===== src/rtl/pwm_array.sv =====
// pwm_array -- multi-channel PWM generator sharing one prescaled counter.
//
// The counter runs edge-aligned (0..MAX, wrap) or centre-aligned
// (0..MAX, MAX-1..1, back to 0). The run-time mode selection is picked up
// at period start. Each channel's duty is written into a shadow register
// through a valid/ready port. Shadow values are copied into the active
// registers at each period boundary, and continuously while start is low.
//
// Ports:
//   clk       system clock, rising edge
//   rst       synchronous active-high reset
//   start     run enable; low holds the counter at 0 and forces outputs low
//   mode      0 = edge-aligned, 1 = centre-aligned (taken at period start)
//   prescale  counter advances once every prescale+1 clocks
//   wr_valid  duty write request
//   wr_ready  write accepted on wr_valid & wr_ready
//   wr_ch     target channel; indices >= STAGE are accepted and dropped
//   wr_duty   duty value
//   hsync     one-clock pulse in the first cycle of each period after a wrap
//   out       registered PWM outputs, out[i] = active[i] > count
//
// Optional build macro PWM_PHASE_STAGGER_EN: in edge mode, channel i
// compares against count + i*(2^DWIDTH/STAGE) (mod 2^DWIDTH), which spreads
// the channel edges across the period. Centre mode is unaffected.
module pwm_array #(
  parameter int unsigned DWIDTH     = 8,
  parameter int unsigned STAGE      = 8,
  parameter int unsigned PRESCALE_W = 8
) (
  input  logic                                          clk,
  input  logic                                          rst,
  input  logic                                          start,
  input  logic                                          mode,
  input  logic [PRESCALE_W-1:0]                         prescale,
  input  logic                                          wr_valid,
  output logic                                          wr_ready,
  input  logic [((STAGE > 1) ? $clog2(STAGE) : 1)-1:0]  wr_ch,
  input  logic [DWIDTH-1:0]                             wr_duty,
  output logic                                          hsync,
  output logic [STAGE-1:0]                              out
);

  localparam int unsigned CHW = (STAGE > 1) ? $clog2(STAGE) : 1;
  localparam logic [DWIDTH-1:0] MAX = '1;
`ifdef PWM_PHASE_STAGGER_EN
  localparam int unsigned STAGGER_STEP = (2 ** DWIDTH) / STAGE;
`endif

  typedef enum logic {
    DIR_UP   = 1'b0,
    DIR_DOWN = 1'b1
  } dir_e;

  typedef enum logic {
    MODE_EDGE   = 1'b0,
    MODE_CENTRE = 1'b1
  } mode_e;

  logic [DWIDTH-1:0]     count_q, count_d, count_step;
  logic [PRESCALE_W-1:0] presc_q, presc_d;
  logic [PRESCALE_W-1:0] presc_lim_q, presc_lim_d;
  dir_e                  dir_q, dir_d, dir_step;
  mode_e                 mode_q, mode_d;
  logic [DWIDTH-1:0]     shadow_q [STAGE];
  logic [DWIDTH-1:0]     shadow_d [STAGE];
  logic [DWIDTH-1:0]     active_q [STAGE];
  logic [DWIDTH-1:0]     active_d [STAGE];
  logic [STAGE-1:0]      out_q, out_d;
  logic                  hsync_q, hsync_d;
  logic                  ready_q, ready_d;
  logic                  tick;
  logic                  wrap_pending;
  logic                  wr_fire;

  // Tick, next count value and the wrap-pending qualifier.
  // The prescale reload value is latched at each reload so that a
  // mid-count change of prescale only affects the next prescaler cycle.
  always_comb begin
    tick       = start & (presc_q == presc_lim_q);
    count_step = count_q + DWIDTH'(1);
    dir_step   = dir_q;
    if (mode_q == MODE_CENTRE) begin
      if (dir_q == DIR_DOWN) begin
        count_step = count_q - DWIDTH'(1);
      end else if (count_q == MAX) begin
        count_step = MAX - DWIDTH'(1);
        dir_step   = DIR_DOWN;
      end
    end
    wrap_pending = tick & (count_step == '0);
    wr_ready     = ready_q & ~wrap_pending;
    wr_fire      = wr_valid & wr_ready;
  end

  always_comb begin
    count_d     = count_q;
    presc_d     = presc_q;
    presc_lim_d = presc_lim_q;
    dir_d       = dir_q;
    mode_d      = mode_q;
    hsync_d     = wrap_pending;
    ready_d     = 1'b1;
    for (int unsigned i = 0; i < STAGE; i++) begin
      shadow_d[i] = shadow_q[i];
      active_d[i] = active_q[i];
      if (wr_fire && (wr_ch == CHW'(i))) begin
        shadow_d[i] = wr_duty;
      end
    end

    if (!start) begin
      // Idle: counter parked at period start, active duties and mode
      // follow the shadow state every cycle.
      count_d     = '0;
      presc_d     = '0;
      presc_lim_d = prescale;
      dir_d       = DIR_UP;
      mode_d      = mode_e'(mode);
      for (int unsigned i = 0; i < STAGE; i++) begin
        active_d[i] = shadow_q[i];
      end
    end else begin
      if (tick) begin
        presc_d     = '0;
        presc_lim_d = prescale;
      end else begin
        presc_d = presc_q + PRESCALE_W'(1);
      end
      if (wrap_pending) begin
        count_d = '0;
        dir_d   = DIR_UP;
        mode_d  = mode_e'(mode);
        for (int unsigned i = 0; i < STAGE; i++) begin
          active_d[i] = shadow_q[i];
        end
      end else if (tick) begin
        count_d = count_step;
        dir_d   = dir_step;
      end
    end
  end

  // Per-channel comparators.
  always_comb begin
    logic [DWIDTH-1:0] cmp;
    out_d = '0;
    for (int unsigned i = 0; i < STAGE; i++) begin
      cmp = count_q;
`ifdef PWM_PHASE_STAGGER_EN
      if (mode_q == MODE_EDGE) begin
        cmp = count_q + DWIDTH'(i * STAGGER_STEP);
      end
`endif
      out_d[i] = start & (active_q[i] > cmp);
    end
  end

  always_ff @(posedge clk) begin
    if (rst) begin
      count_q     <= '0;
      presc_q     <= '0;
      presc_lim_q <= '0;
      dir_q       <= DIR_UP;
      mode_q      <= MODE_EDGE;
      out_q       <= '0;
      hsync_q     <= 1'b0;
      ready_q     <= 1'b0;
      for (int unsigned i = 0; i < STAGE; i++) begin
        shadow_q[i] <= '0;
        active_q[i] <= '0;
      end
    end else begin
      count_q     <= count_d;
      presc_q     <= presc_d;
      presc_lim_q <= presc_lim_d;
      dir_q       <= dir_d;
      mode_q      <= mode_d;
      out_q       <= out_d;
      hsync_q     <= hsync_d;
      ready_q     <= ready_d;
      for (int unsigned i = 0; i < STAGE; i++) begin
        shadow_q[i] <= shadow_d[i];
        active_q[i] <= active_d[i];
      end
    end
  end

  assign out   = out_q;
  assign hsync = hsync_q;

endmodule

===== config.mk =====
export PLATFORM = sky130hd
export DESIGN_NAME = pwm_array
export DESIGN_NICKNAME = d
export VERILOG_FILES = /design/src/rtl/pwm_array.sv
export SDC_FILE = /design/constraint.sdc
export NUM_CORES = 1
export LEC_CHECK = 0
export ABC_AREA = 1
export CELL_PAD_IN_SITES_DETAIL_PLACEMENT = 2
export CELL_PAD_IN_SITES_GLOBAL_PLACEMENT = 2
export CORE_UTILIZATION = 40
export DETAILED_ROUTE_END_ITERATION = 10
export DONT_BUFFER_PORTS = 1
export PLACE_DENSITY = 0.87
export SLEW_MARGIN = 20
export SYNTH_ARGS = -nofsm -noshare
export SYNTH_HDL_FRONTEND = slang
export SYNTH_SLANG_ARGS = --single-unit

===== constraint.sdc =====
create_clock -name clk -period 3.6 [get_ports clk]
set_input_delay 0.72 -clock clk [delete_from_list [all_inputs] [get_ports clk]]
set_output_delay 0.72 -clock clk [all_outputs]
set_load 0.005 [all_outputs]

==> reports/qor.yml <==
drcViolationCount: 0
synth_most_common_cell: "nor2_1"
area_growth_syn_to_layout_pct: 11.0
pre_cts_ws_ns: 0.428
fmax_mhz: 292
wirelength_um: 26800
grt_pass1_wl_um: 42000
vdd.ir_drop.worst_mv: 0.342
slew_headroom: 0.483
synth_top_family_by_area: "simple AND/OR/NAND/NOR gates"
synth_nets: 1157
antenna_found_initial: 0
yosysTopAreaCell: "dfxtp_1"
grtUsageTotal: 0.279
num_vias: 7034
leakagePower_uw: 0.00410
ant_nets: 0
synthSimpleGateAreaFrac: 0.234
portBuffers: 0
setup-violations-final: 0
ys_types: 28
start_kind: "register"
synth_seq_cells: 164
tns_ns: 0
skew_ns: 0.0120
antenna_cells: 0
dieArea_mm2: 0.0201
via_per_inst: 5.32
die_w_um: 142
synthTopCellsByArea: "dfxtp_1, ha_1, nor2_1"
die_y_um: 142
synth_fa_ha_area_frac: 0.107
worstSetupEndpointType: "primary output"
critical_path_class: "reg -> out"
slew_viol_final: 0
cts-buffers-inserted: 17
first_global_vias: 7836
postCtsHoldBufs: 0
arrival_ns: 2.70
yosysWarnings: 0
min_from: "rst"
hold_end: "hsync"
postLayoutCoreUtil: 0.458
final_hold_viol_count: 0
row_count: 50
postSynth.asyncResetShare: 0
rr_worst_depth: 15
post-route-period-util: 0.951
reg2reg_slack_ns: 0.45
synth_common_cells: "nor2_1, nand2_1, dfxtp_1, inv_1, a21oi_1"
fin_ws_ns: 0.175
grt_max_degree: 112
cts_tree: "built"
stdcell_count: 1322
synth_top_area_share: 0.420
io_pins: 34
powerDensity_mw_per_mm2: 483
syn_area_mm2: 0.00782
final.fill_count: 2213
worst_pin_slew_ns: 0.775
synth_mux_area_frac: 0
core_area_mm2: 0.0190
cts.htree.levels: 4
synth_edf_count: 0
nNetsFinal: 1140
synthXorXnorAreaFrac: 0.0168
run_status: "completed"
cts-root-buf: "clkbuf_16"
hold_class: "in -> reg"
timing.final.crit_period_ns: 3.42
crit_required_ns: 2.88
cts_buffer_depth: 2
finalPower_uw: 4190
yosysSeqAreaShare: 0.420
r2r-start: "count_q[0]"
avgSynthCellArea_um2: 7.33
synth-compound-area-share: 0.138
globalplace.congestion: 0.815
clock_sinks: 164
clk_pin_slew_ns: 0.06
timing.rr.end: "shadow_q[0][19]"
dr.pass1.iters: 4
drive_gt1_frac: 0.0518
cap_violations: 0
dp.cells: 1286
ys.flop_type: "dfxtp_1"
syn_inst: 1066
post-dp-hpwl_um: 16200
hold_path_depth: 1
clock_latency_ns: 0.44
drt_iter0_drc: 293
crit_fanout: 10
overflow: 0
post_drt_wl_per_cell_um: 20.3
rsz0062_at_grt: "false"
initial_utilization: 0.412
-- area by class of cell --
type	instances	area [um2]	area share
Multi-Input combinational cell	739	3890	0.448
Sequential cell	164	3280	0.378
Clock buffer	19	453	0.0522
Inverter	112	429	0.0495
Tap cell	260	325	0.0375
Timing Repair Buffer	15	150	0.0173
Clock inverter	13	145	0.0167
-- placed cells by master (no fill, tap or decap) --
cell type	instances
nor2_1	210
nand2_1	191
dfxtp_1	164
inv_1	108
a21oi_1	98
o21ai_0	76
ha_1	67
nand4_1	19
nand3_1	17
clkbuf_16	17
nor3_1	13
xor2_1	13
buf_4	12
o21bai_1	8
a2111oi_0	8
a311oi_1	7
inv_6	5
clkinvlp_4	4
clkinv_2	4
buf_12	3
xnor2_1	2
o21ai_1	2
nand3b_1	2
clkbuf_8	2
bufinv_16	2
or2_2	1
and3_1	1
o211ai_1	1
nand3_2	1
inv_2	1
nand3_4	1
nand2_4	1
inv_8	1
-- worst max-delay path: stages, from the launching register on --
cell and delay [ns]:
dfxtp_1 0.36, buf_4 0.20, inv_1 0.11, ha_1 0.30
nand2_1 0.12, o21ai_0 0.21, nand3_1 0.10, nand2_1 0.12
nand2_1 0.06, nor2_1 0.24, nand3_4 0.22, nand2_1 0.15
inv_1 0.07
-- metal layers --
layer / track usage / routed length [um] / vias to the layer above
met1: 0.320 / 11400 / 3473
met4: 0.108 / 549 / 0
li1: - / - / 3407
met5: 0 / 0 / -
met3: 0.0624 / 1050 / 35
met2: 0.502 / 13800 / 119
-- state kept, by name, summed over array words and instances (netlist names) --
name and cells:
presc_q 8, count_q 8, hsync 1, shadow_q 64
presc_lim_q 8, ready_q 1, active_q 64, out 8
mode_q 1, dir_q 1
-- power by group --
part | switching (uW) | internal [uW] | total [uW]
logic | 237 | 128 | 366
registers | 43.2 | 1890 | 1930
clock network | 823 | 1070 | 1890
total | 1100 | 3090 | 4190
-- metrics by stage --
stage	area [um2]	hold slack (ns)
after floorplan	7820	0.430
after global placement	8030	0.439
after detailed placement	8030	0.450
after CTS	8630	0.344
after global routing	8680	0.349
final	8680	0.360
-- kinds of logic after synthesis --
family                     count (synthesis)
adders and majority gates                 67
DFF                                      164
AOI/OAI and AO/OA                        200
buffers and inverters                    163
and+or+nand+nor                          457
xor gates and xnor gates                  15
-- repair_timing --
action / in CTS / in global routing
setup endpoints to repair: 1 / 1
setup buffers: 0 / 4
resized for setup: 1 / 3
hold endpoints to repair: 0 / 0
-- worst max path at each step --
stage               startpoint  slack, ns               to  depth (start not counted)
CTS                 count_q[2]      0.009         wr_ready                         10
global route        count_q[0]       0.02         wr_ready                         12
detailed placement  count_q[2]       0.43  shadow_q[0][18]                         12
floorplan           count_q[0]       1.16         wr_ready                         10
finish              count_q[0]       0.18         wr_ready                         12
global placement    count_q[2]       0.55         wr_ready                         12
(Power assumes the default switching activity.)
==> patch 1: new RTL, same flow settings <==
Add a define of `PWM_PHASE_STAGGER_EN`.
--- a/src/rtl/pwm_array.sv
+++ b/src/rtl/pwm_array.sv
@@ -22,6 +22,8 @@
 // Optional build macro PWM_PHASE_STAGGER_EN: in edge mode, channel i
 // compares against count + i*(2^DWIDTH/STAGE) (mod 2^DWIDTH), which spreads
 // the channel edges across the period. Centre mode is unaffected.
+`define PWM_PHASE_STAGGER_EN
+
 module pwm_array #(
   parameter int unsigned DWIDTH     = 8,
   parameter int unsigned STAGE      = 8,
Formal check against the unedited RTL: not equivalent (a bounded check fails within 10 cycles, from zero or initial values and one cycle with rst high).
==> patch 1 against the unedited design <==
Sequential cell count stayed put. Register-to-register slack worse by 0.05 ns. Worst setup slack worse by 0.053 ns. Total power is 1.6% higher. Die area is 4.0% higher. Synthesized area is 4.1% higher. Critical path depth is 2 lower. Count of clock-buffer cells in the layout is 2 lower. Design area is 2.6% higher. Wire length is 19% higher. Highest routed layer unchanged.
==> patch 1: results (changes against the unedited design) <==
Logic synthesis
  – Mapped Nets: 1216 (+5.1%)
  – Sequential share of the synthesized area: 40.4% (-1.6 points)
  – Mapped Cells: 1122 (+5.3%)
  – Area contributors post-synth: dfxtp_1 (40%), ha_1 (11%), nand2_1 (11%), nor2_1 (8.5%), a21oi_1 (6.5%)
  – Xor/xnor share of the synthesized area: 0.969% (-0.71 points)
  – Commonest cells post-synth: nand2_1 (233), nor2_1 (185), dfxtp_1 (164)
  – Synth Area in Compound Gates: 13.5% (-0.36 points)
  – Post-Synth Adder-Cell Area: 10.8% (+0.041 points)

Placed design
  – Placer Congestion: 0.864 (+6.0%)
  – Post-DP Area: 8300 um2 (+3.4%)
  – Post-placement setup slack: 0.538 ns (+0.110 ns)
  – Post-DP HPWL: 18800 um (+16%)
  – Dpl cells: 1345 (+4.6%)

Finish
  – Register share of the cell area: 36.9% (-0.96 points)
  – NonClk Buf Share: 1.56% (-0.17 points)
  – Bufs w/o clock: 13 (-2)
  – # fillers: 2285 (+3.3%)
  – Clock-cell share: 6.66% (-0.23 points)
  – Count of multi-input combinational gates: 785 (+6.2%)
  – # diodes: 0 (unchanged)
  – Area occupied by multi-input gates: 4110 um2 (+5.6%)
  – Clock buffers: 17 (-2)
  – Layout cells sized above 1: 5.40% (+0.22 points)
  – Non-clock inverter count: 118 (+5.4%)

Setup path
  – Reg2Reg Capture Point: active_q[0][31]
  – Worst r2r path cells: 13 (-2)
  – Worst-path fanout max: 13 (+3)
  – CP Data Arrival Time: 2.76 ns (+0.06 ns)
  – Worst R2R Setup Slack: 0.40 ns (-0.05 ns)

Detailed routing
  – Metal2 WL: 16600 um (+20%)
  – Via count: 7697 (+9.4%)
  – Vias per cell: 5.59 (+5.1%)
  – Routed WL: 32000 um (+19%)
  – Metal3 WL: 1610 um (+53%)
  – First DRT Iteration DRCs: 372 (+27%)
  – WL met1: 12600 um (+10%)

Pwr
  – Int Pwr: 3.00 mW (-2.8%)
  – Power per cell area: 479 nW/um2 (-0.92%)
  – Worst vdd ir: 0.277 mV (-19%)
  – Leak: 4.23 nW (+3.1%)

STA
  – Final hold slack: 0.326 ns (-0.0338 ns)
  – Worst Tran Pin Value: 0.871 ns (+0.0958 ns)

Run status
  – Status: finished, final reports clean

Clocking
  – Clk_lat worst skew: 0.46 ns (+0.02 ns)

Global route
  – M2 GR Usage: 59.3% (+9.1 points)
  – Met1 Usage GRT: 33.8% (+1.8 points)
  – Met3 Usage GRT: 8.38% (+2.1 points)
  – Global-route wire length before repair: 49100 um (+17%)
  – GRT Total Usage: 32.1% (+4.3 points)
==> patch 1: worst max path at each step <==
stage,to,slack [ns],depth (start not counted)
2_1_floorplan,wr_ready,1.08,9
3_3_place_gp,count_q[1],0.67,13
3_5_place_dp,active_q[1][19],0.54,13
4_1_cts,wr_ready,0.08,10
5_1_grt,wr_ready,0.02,10
6_report,wr_ready,0.12,10
==> patch 1: worst max-delay path, stage by stage, from the launching register on <==
cell     delay, ns
dfxtp_1       0.37
buf_6         0.23
inv_2         0.11
ha_1          0.32
a21oi_1       0.19
o21ai_0       0.11
nand2_1       0.16
nand2_1       0.10
nor2_2        0.18
nand4_4       0.24
and2_1        0.27
==> patch 1: kinds of logic after synthesis <==
family / after synthesis
compound gates: 206
fa+ha+maj: 70
xor+xnor: 9
buf+inv: 173
flops: 164
simple gates: 500
==> patch 1: what timing repair did <==
| item | CTS | global route |
|---|---|---|
| endpoints found under the setup margin | 0 | 1 |
| gates resized for setup | 0 | 1 |
| hold buffers | 0 | 0 |
==> patch 2: new RTL, config.mk and constraints unchanged <==
Without the edit above. Put one more register stage on the output `hsync`, without a reset. The value now appears one clock later. The other outputs are not delayed to match. Comments in the files are not updated.
--- a/src/rtl/pwm_array.sv
+++ b/src/rtl/pwm_array.sv
@@ -186,6 +186,8 @@
   end
 
   assign out   = out_q;
-  assign hsync = hsync_q;
+  always_ff @(posedge clk) begin
+    hsync <= hsync_q;
+  end
 
 endmodule
Check against the original RTL: no difference found for any inputs over 4 cycles, from zero or initial values and one cycle with rst high; that may be too few to reach the edited logic, so the function may still have changed.
==> patch 2 against the unedited design <==
Synthesized area rose by 1.8%. Critical path depth fell by 1. Sequential share of layout area about the same. Wire length rose by 3.5%. Design area increased by 0.71%. Die area increased by 1.8%. Worst hold slack got worse by 0.027 ns. Largest power group unchanged. Worst setup slack better by 0.075 ns. Critical endpoint unchanged. Total power shrank 0.13%. Final cell count rose by 1.4%. Sequential cell count grew 1. Clock skew barely moved.
==> patch 2: results (changes against the unedited design) <==
Placed design
  – Post-placement setup slack: 0.438 ns (+0.0103 ns)
  – Dpl cells: 1305 (+1.5%)
  – Placer Congestion: 0.791 (-3.0%)
  – Post-DP HPWL: 16600 um (+2.4%)
  – Post-DP Area: 8120 um2 (+1.1%)

Setup path
  – CP peak stage delay: 0.59 ns (+0.23 ns)
  – Worst-path fanout max: 11 (+1)
  – Family with the most delay on the worst path: simple AND/OR/NAND/NOR gates
  – CP Data Arrival Time: 2.63 ns (-0.07 ns)

Global route
  – Vias in the first global route: 8008 (+2.2%)
  – GRT Total Usage: 28.6% (+0.72 points)
  – Global-route wire length before repair: 43700 um (+4.0%)
  – Largest net degree at the start of global routing: 73 (-35%)

Logic synthesis
  – Mapped Nets: 1169 (+1.0%)
  – Sequential share of the synthesized area: 41.5% (-0.50 points)
  – Area contributors post-synth: dfxtp_1 (41%), ha_1 (11%), nand2_1 (9.4%), nor2_1 (9.1%), a21oi_1 (6.4%)
  – Syn_area_per_cell: 7.38 um2 (+0.69%)

Finish
  – Layout cells sized above 1: 5.95% (+0.77 points)

Detailed routing
  – Routed wire length per instance: 20.7 um (+2.1%)
  – DR pass1 iterations: 6 (+2)
  – Metal3 WL: 1040 um (-1.8%)
  – Routed WL: 27800 um (+3.5%)
  – First DRT Iteration DRCs: 375 (+28%)
  – Metal2 WL: 14200 um (+3.1%)
  – WL met1: 11600 um (+1.8%)

Pwr
  – Leak: 4.09 nW (-0.21%)
  – Worst vdd ir: 0.303 mV (-11%)

STA
  – Worst Tran Pin Value: 0.762 ns (-0.0132 ns)
  – Clk_skew: 0.0116 ns (-0.000407 ns)

Clocking
  – Post-CTS Setup Bufs: 1 (+1)

Worst hold path
  – Hold Crit Class: register to register

Run status
  – Status: finished, final reports clean
patch 2: cell count changes in the layout (fill, tap and decap cells not counted), moves of 3 or more:
cell      delta
nand4_1      -4
o21ai_1     +14
nor2_1      -17
a21oi_1      +4
nor3_1      +11
inv_6        -3
o21ai_0      -4
nand2_1      +9
a311oi_1     -5
xor2_1       -3
nand2_2      +4
patch 2: cell families (layout without fill, tap and decap cells):
| kind of cell | count (synthesis) | after routing | share of synthesized area [%] |
|---|---|---|---|
| simple gates | 461 | 461 | 23.7 |
| compound gates | 209 | 209 | 13.9 |
| flops | 165 | 165 | 41.5 |
| buf+inv | 164 | 161 | 9.04 |
| fa+ha+maj | 67 | 67 | 10.5 |
| xor+xnor | 12 | 12 | 1.32 |
patch 2: final cells by class:
class                           instances  area (um2)
Inverter                              113         434
Sequential cell                       165        3300
Tap cell                              265         332
Multi-Input combinational cell        749        3940
Fill cell                            2252       10700
Clock inverter                         11         124
Clock buffer                           21         460
Timing Repair Buffer                   16         145
patch 2: power by group:
part	internal, mW	switching [mW]
clock network	1.06	0.817
registers	1.90	0.0441
logic	0.127	0.240
patch 2: worst paths after layout:
| check | start | end | slack, ns | cells past startpoint |
|---|---|---|---|---|
| min | hsync_q | hsync | 0.33 | 0 |
| max reg2reg | count_q[3] | shadow_q[1][19] | 0.50 | 11 |
| min reg2reg | hsync_q | hsync | 0.33 | 0 |
| max | count_q[3] | wr_ready | 0.25 | 11 |
patch 2: worst reg2reg max path: cells and delay by family, from the launching register on:
kind                   cells  cell delay, ns
buffers and inverters      2            0.36
AOI/OAI and AO/OA          1            0.09
DFF                        1            0.59
and+or+nand+nor            8            1.94
patch 2: metal layers:
metal	up-vias	track usage, %
met3	51	5.57
met4	0	12.8
met1	3607	32.7
li1	3446	-
met2	131	51.2
met5	-	0
